$ cat src/rtl/mem_bus_fabric.sv
// mem_bus_fabric: decodes CPU requests onto NUM_SLAVES memory slaves, returns
// the selected slave's ready/read data, and answers unmapped or stalled
// accesses with an error response.
// Optional error capture (err_irq/err_addr) is built when the macro
// MEM_BUS_FABRIC_ERR_CAPTURE_EN is defined; otherwise those outputs are tied low.
//
// state      | meaning
// -----------+---------------------------------------------------------------
// S_IDLE     | no transfer in flight, waiting for mem_valid
// S_ACCESS   | one slave selected, waiting for its ready or the timeout
// S_ERR_RESP | unmapped address; one quiet cycle, then a one-cycle error reply
module mem_bus_fabric #(
  parameter int                      NUM_SLAVES     = 8,
  parameter logic [NUM_SLAVES*32-1:0] SLV_BASE      = '0,
  parameter logic [NUM_SLAVES*32-1:0] SLV_MASK      = '0,
  parameter int                      TIMEOUT_CYCLES = 255,
  parameter logic [31:0]             ERR_DATA       = 32'hDEAD_BEEF
) (
  input  logic                       clk,
  input  logic                       reset,
  input  logic                       mem_valid,
  input  logic [31:0]                mem_addr,
  input  logic [3:0]                 mem_wstrb,
  output logic                       mem_ready,
  output logic [31:0]                mem_rdata,
  output logic [NUM_SLAVES-1:0]      slv_sel,
  input  logic [NUM_SLAVES-1:0]      slv_ready,
  input  logic [NUM_SLAVES*32-1:0]   slv_rdata,
  output logic                       busy,
  output logic                       err_irq,
  output logic [31:0]                err_addr,
  input  logic                       err_clr
);

  // Counter holds 1..TIMEOUT_CYCLES during an access and saturates, so it never wraps.
  localparam int               CNT_W   = $clog2(TIMEOUT_CYCLES + 1);
  localparam logic [CNT_W-1:0] CNT_MAX = CNT_W'(TIMEOUT_CYCLES);
  localparam logic [CNT_W-1:0] CNT_ONE = CNT_W'(1);

  typedef enum logic [1:0] {
    S_IDLE     = 2'd0,
    S_ACCESS   = 2'd1,
    S_ERR_RESP = 2'd2
  } state_t;

  state_t                  state;
  logic [CNT_W-1:0]        cnt;
  logic                    err_phase;
  logic                    hit;
  logic [NUM_SLAVES-1:0]   hit_sel;
  logic                    sel_ready;
  logic [31:0]             sel_rdata;
  logic                    timeout_hit;
  logic                    new_err;

  // Write strobes travel to the slaves outside this block.
  logic unused_wstrb;
  assign unused_wstrb = ^mem_wstrb;

  // Address decode; scanning downwards lets the lowest matching index win.
  always_comb begin
    hit     = 1'b0;
    hit_sel = '0;
    for (int i = NUM_SLAVES - 1; i >= 0; i--) begin
      if ((mem_addr & SLV_MASK[32*i +: 32]) == SLV_BASE[32*i +: 32]) begin
        hit        = 1'b1;
        hit_sel    = '0;
        hit_sel[i] = 1'b1;
      end
    end
  end

  // Pick ready/data of the currently selected slave; others are ignored.
  always_comb begin
    sel_ready = 1'b0;
    sel_rdata = '0;
    for (int i = 0; i < NUM_SLAVES; i++) begin
      if (slv_sel[i]) begin
        sel_ready = slv_ready[i];
        sel_rdata = slv_rdata[32*i +: 32];
      end
    end
  end

  assign timeout_hit = (state == S_ACCESS) && (cnt == CNT_MAX);

  // An error is either an unmapped request or a timeout that the slave did not beat.
  assign new_err = ((state == S_IDLE) && mem_valid && !hit) ||
                   ((state == S_ACCESS) && mem_valid && !sel_ready && timeout_hit);

  // Response path: slave ready is passed through combinationally; a ready that
  // coincides with the timeout is a normal completion. Reset suppresses any reply.
  always_comb begin
    mem_ready = 1'b0;
    mem_rdata = '0;
    if (!reset) begin
      if (state == S_ACCESS && mem_valid) begin
        if (sel_ready) begin
          mem_ready = 1'b1;
          mem_rdata = sel_rdata;
        end else if (timeout_hit) begin
          mem_ready = 1'b1;
          mem_rdata = ERR_DATA;
        end
      end else if (state == S_ERR_RESP && err_phase) begin
        mem_ready = 1'b1;
        mem_rdata = ERR_DATA;
      end
    end
  end

  // Main FSM with registered select, busy and access counter.
  always_ff @(posedge clk) begin
    if (reset) begin
      state     <= S_IDLE;
      slv_sel   <= '0;
      cnt       <= '0;
      busy      <= 1'b0;
      err_phase <= 1'b0;
    end else begin
      case (state)
        S_IDLE: begin
          if (mem_valid) begin
            busy <= 1'b1;
            if (hit) begin
              state   <= S_ACCESS;
              slv_sel <= hit_sel;
              cnt     <= CNT_ONE;
            end else begin
              state     <= S_ERR_RESP;
              err_phase <= 1'b0;
            end
          end
        end
        S_ACCESS: begin
          // Completion, timeout and abort all end the access the same way.
          if (!mem_valid || sel_ready || timeout_hit) begin
            state   <= S_IDLE;
            slv_sel <= '0;
            cnt     <= '0;
            busy    <= 1'b0;
          end else if (cnt != CNT_MAX) begin
            cnt <= cnt + CNT_ONE;
          end
        end
        S_ERR_RESP: begin
          if (err_phase) begin
            state     <= S_IDLE;
            busy      <= 1'b0;
            err_phase <= 1'b0;
          end else begin
            err_phase <= 1'b1;
          end
        end
        default: begin
          state     <= S_IDLE;
          slv_sel   <= '0;
          cnt       <= '0;
          busy      <= 1'b0;
          err_phase <= 1'b0;
        end
      endcase
    end
  end

`ifdef MEM_BUS_FABRIC_ERR_CAPTURE_EN
  // Sticky error capture; a new error wins over a coincident clear.
  always_ff @(posedge clk) begin
    if (reset) begin
      err_irq  <= 1'b0;
      err_addr <= '0;
    end else if (new_err && (!err_irq || err_clr)) begin
      err_irq  <= 1'b1;
      err_addr <= mem_addr;
    end else if (err_clr) begin
      err_irq  <= 1'b0;
      err_addr <= '0;
    end
  end
`else
  logic unused_err;
  assign unused_err = err_clr ^ new_err;
  assign err_irq    = 1'b0;
  assign err_addr   = '0;
`endif

endmodule

$ cat config.mk
export PLATFORM = sky130hd
export DESIGN_NAME = mem_bus_fabric
export DESIGN_NICKNAME = d
export VERILOG_FILES = /design/src/rtl/mem_bus_fabric.sv
export SDC_FILE = /design/constraint.sdc
export NUM_CORES = 1
export LEC_CHECK = 0
export BUFFER_PORTS_ARGS = -buffer_cell sky130_fd_sc_hd__buf_4
export CORE_AREA = 2 2 146 148
export CTS_CLUSTER_DIAMETER = 100
export DETAILED_ROUTE_END_ITERATION = 8
export DIE_AREA = 0 0 148 150
export GPL_TIMING_DRIVEN = 0
export HOLD_SLACK_MARGIN = 0.05
export SYNTH_ARGS = -nofsm -noshare
export SYNTH_HDL_FRONTEND = slang
export SYNTH_SLANG_ARGS = --single-unit
$ cat constraint.sdc
create_clock -name clk -period 1.4 [get_ports clk]
set_input_delay 0.14 -clock clk [delete_from_list [all_inputs] [get_ports clk]]
set_output_delay 0.14 -clock clk [all_outputs]
set_load 0.02 [all_outputs]
==> impl_metrics.env <==
export IMPL_run_status="complete, but fails checks"
export IMPL_violations_in_the_final_reports="setup timing"
export IMPL_synth_largest_area_cell="buf_4"
export IMPL_antenna_found_initial=3
export IMPL_grt_setup_unrepaired="true"
export IMPL_p_leak_nw=1.25
export IMPL_ant_nets=0
export IMPL_yosysWarningCount=0
export IMPL_route_final_wire_length_um=5290
export IMPL_startpoint_class_of_the_critical_path="flop"
export IMPL_synth_top_cells_by_area="buf_4 24%, dfxtp_1 14%, a21oi_2 13%"
export IMPL_layout_cell_share_with_drive_strength_beyond_1=0.641
export IMPL_timing_critical_path_to_type="output port"
export IMPL_crit_arrival_ps=1730
export IMPL_placer_congestion_estimate=0.670
export IMPL_post_synthesis_cell_area_sq_um=1260
export IMPL_drv_max_cap_violation_count=0
export IMPL_post_route_worst_setup_slack_ps=-473
export IMPL_ioPinCount=379
export IMPL_asyncSetResetFlopFracSynth=0
export IMPL_nFillCells=2343
export IMPL_num_nets_final=604
export IMPL_synth_commonest_cells="41 x buf_4, 31 x nand2_1, 18 x a21oi_2"
export IMPL_timing_worst_slew_pin_value_ps=526
export IMPL_die_area_sq_um=22200
export IMPL_timing_max_slew_rel_slack=0.649
export IMPL_clk_insertion_delay_late_ps=240
export IMPL_max_clock_freq_ghz=0.534
export IMPL_area_growth_pct=138
export IMPL_synth_seq_area_share=0.143
export IMPL_placement_rows=53
export IMPL_whs_ps=211
export IMPL_power_per_cell_area_nw_per_um2=415
export IMPL_die_h_um=150
export IMPL_port_buffers=69
export IMPL_grt_pass1_wl_um=7200
export IMPL_post_route_period_util=1.34
export IMPL_clockBufferDepth=2
export IMPL_synthMostInstantiatedCell="buf_4"
export IMPL_timing_hold_violations_final=0
export IMPL_grt_overflow_total=0
export IMPL_worst_setup_path_type="reg -> out"
export IMPL_fin_skew_ps=4.50
export IMPL_ys_dominant_reg_cell="dfxtp_1"
export IMPL_routed_via_density=2.59
export IMPL_slew_viols_final=0
export IMPL_cts_tree="yes"
export IMPL_cts_root_buf="clkbuf_16"
export IMPL_crit_required_ps=1260
export IMPL_routed_wire_per_std_cell_um=9.18
export IMPL_flop_and_latch_count_out_of_synthesis=9
export IMPL_drt_first_pass_iters=4
export IMPL_drt_iter0_drc=24
export IMPL_route_detailed_drc=0
export IMPL_period_minus_slack_ps=1870
export IMPL_clk_pin_slew_ps=40
export IMPL_fp_coreArea_sq_um=20700
export IMPL_clock_buffer_count_from_cts=3
export IMPL_num_vias=1489
export IMPL_dp_final_hpwl_um=4070
export IMPL_die_width_um=148
export IMPL_hold_path_class="in -> reg"
export IMPL_via_count_of_the_first_global_routing_pass=1267
export IMPL_ys_types=36
export IMPL_cts_sinks=9
export IMPL_grtUsageTotal=0.0423
export IMPL_cp_max_fo=6
export IMPL_synthesis_instances=169
export IMPL_grt_max_degree=11
export IMPL_power_total_mw=1.24
export IMPL_synth_edff_count=0
export IMPL_cts_htree_levels=1
export IMPL_timing_final_setup_violations=36
export IMPL_synth_avg_cell_area_sq_um=7.44
export IMPL_detailedPlace_worstSlack_ps=-354
export IMPL_yosys_area_top_type_share=0.245
export IMPL_vdd_ir_drop_worst_uv=283
export IMPL_initial_utilization=0.0608
## critical path, cell delays in order (launching register included)
cell and delay [ps]:
dfxtp_4 350, ha_4 150, nand3_4 70, or3_4 450
buf_12 190, a21oi_4 150, buf_6 130
## registers in the layout, indices dropped and copies added, names as in the netlist
signal	flops
slv_sel	1
cnt	8
## where the power goes
part	total, mW	internal (mW)	switching [mW]	leakage (nW)
Combinational	0.458	0.212	0.246	1.13
Clock	0.514	0.381	0.132	0.0382
Sequential	0.270	0.262	0.00796	0.0771
## placed cells by master, fill, tap and decap left out, types with 4 or more instances in the layout
cell type / n
buf_6: 41
nand3_1: 6
clkbuf_16: 4
and3_4: 9
inv_1: 4
dfxtp_2: 4
conb_1: 40
o21ai_0: 5
nand2_1: 30
buf_4: 87
a21oi_4: 23
## through the flow
step | area (sq um) | setup TNS [ps] | std cells | util
after floorplan | 1580 | -3080 | 208 | -
after global routing | 2980 | -13440 | 573 | 0.144
final | 2990 | -11710 | 576 | 0.144
after detailed placement | 2440 | -7470 | 552 | 0.118
after CTS | 2790 | -12250 | 568 | 0.135
after global placement | 2440 | -7610 | 552 | 0.118
## cell families after synthesis
| kind of cell | share of synthesized area |
|---|---|
| AND/OR/NAND/NOR | 0.252 |
| buffers and inverters | 0.322 |
| AO/OA/AOI/OAI | 0.270 |
| flip-flops | 0.143 |
| adder cells (fa/ha/maj) | 0.00995 |
| other | 0.00298 |
## layer usage
layer / share of wire / wire length [um] / GRT usage / vias up
li1: - / - / - / 770
met1: 0.40 / 2130 / 0.0495 / 647
met2: 0.47 / 2500 / 0.0688 / 70
met3: 0.12 / 652 / 0.0262 / 2
met4: 0.0019 / 10 / 0.00286 / 0
met5: 0 / 0 / 0 / -
## final cells by class
class | count | area (sq um) | share of cell area
Antenna cell | 3 | 7.51 | 0.00251
Buffer | 50 | 389 | 0.130
Clock buffer | 4 | 78.8 | 0.0264
Inverter | 4 | 15.0 | 0.00503
Multi-Input combinational cell | 144 | 1120 | 0.374
Sequential cell | 9 | 196 | 0.0657
Tap cell | 275 | 344 | 0.115
Timing Repair Buffer | 87 | 841 | 0.281
## repair_timing
action / CTS / global route
endpoints found under the setup margin: 33 / 41
pin swaps: 5 / 18
gates resized for setup: 42 / 40
hold buffers: 0 / 0
gates cloned: 1 / 1
buffers inserted: 11 / 6
## worst paths after layout
path / from / to / slack [ps] / depth (start not counted)
setup / recovery: cnt[1] / mem_rdata[16] / -470 / 6
hold / removal: mem_valid / slv_sel[0] / 210 / 2
hold reg to reg: cnt[6] / cnt[6] / 480 / 1
setup reg to reg: slv_sel[0] / cnt[5] / -70 / 5
Power figures use the tool's default switching activity.
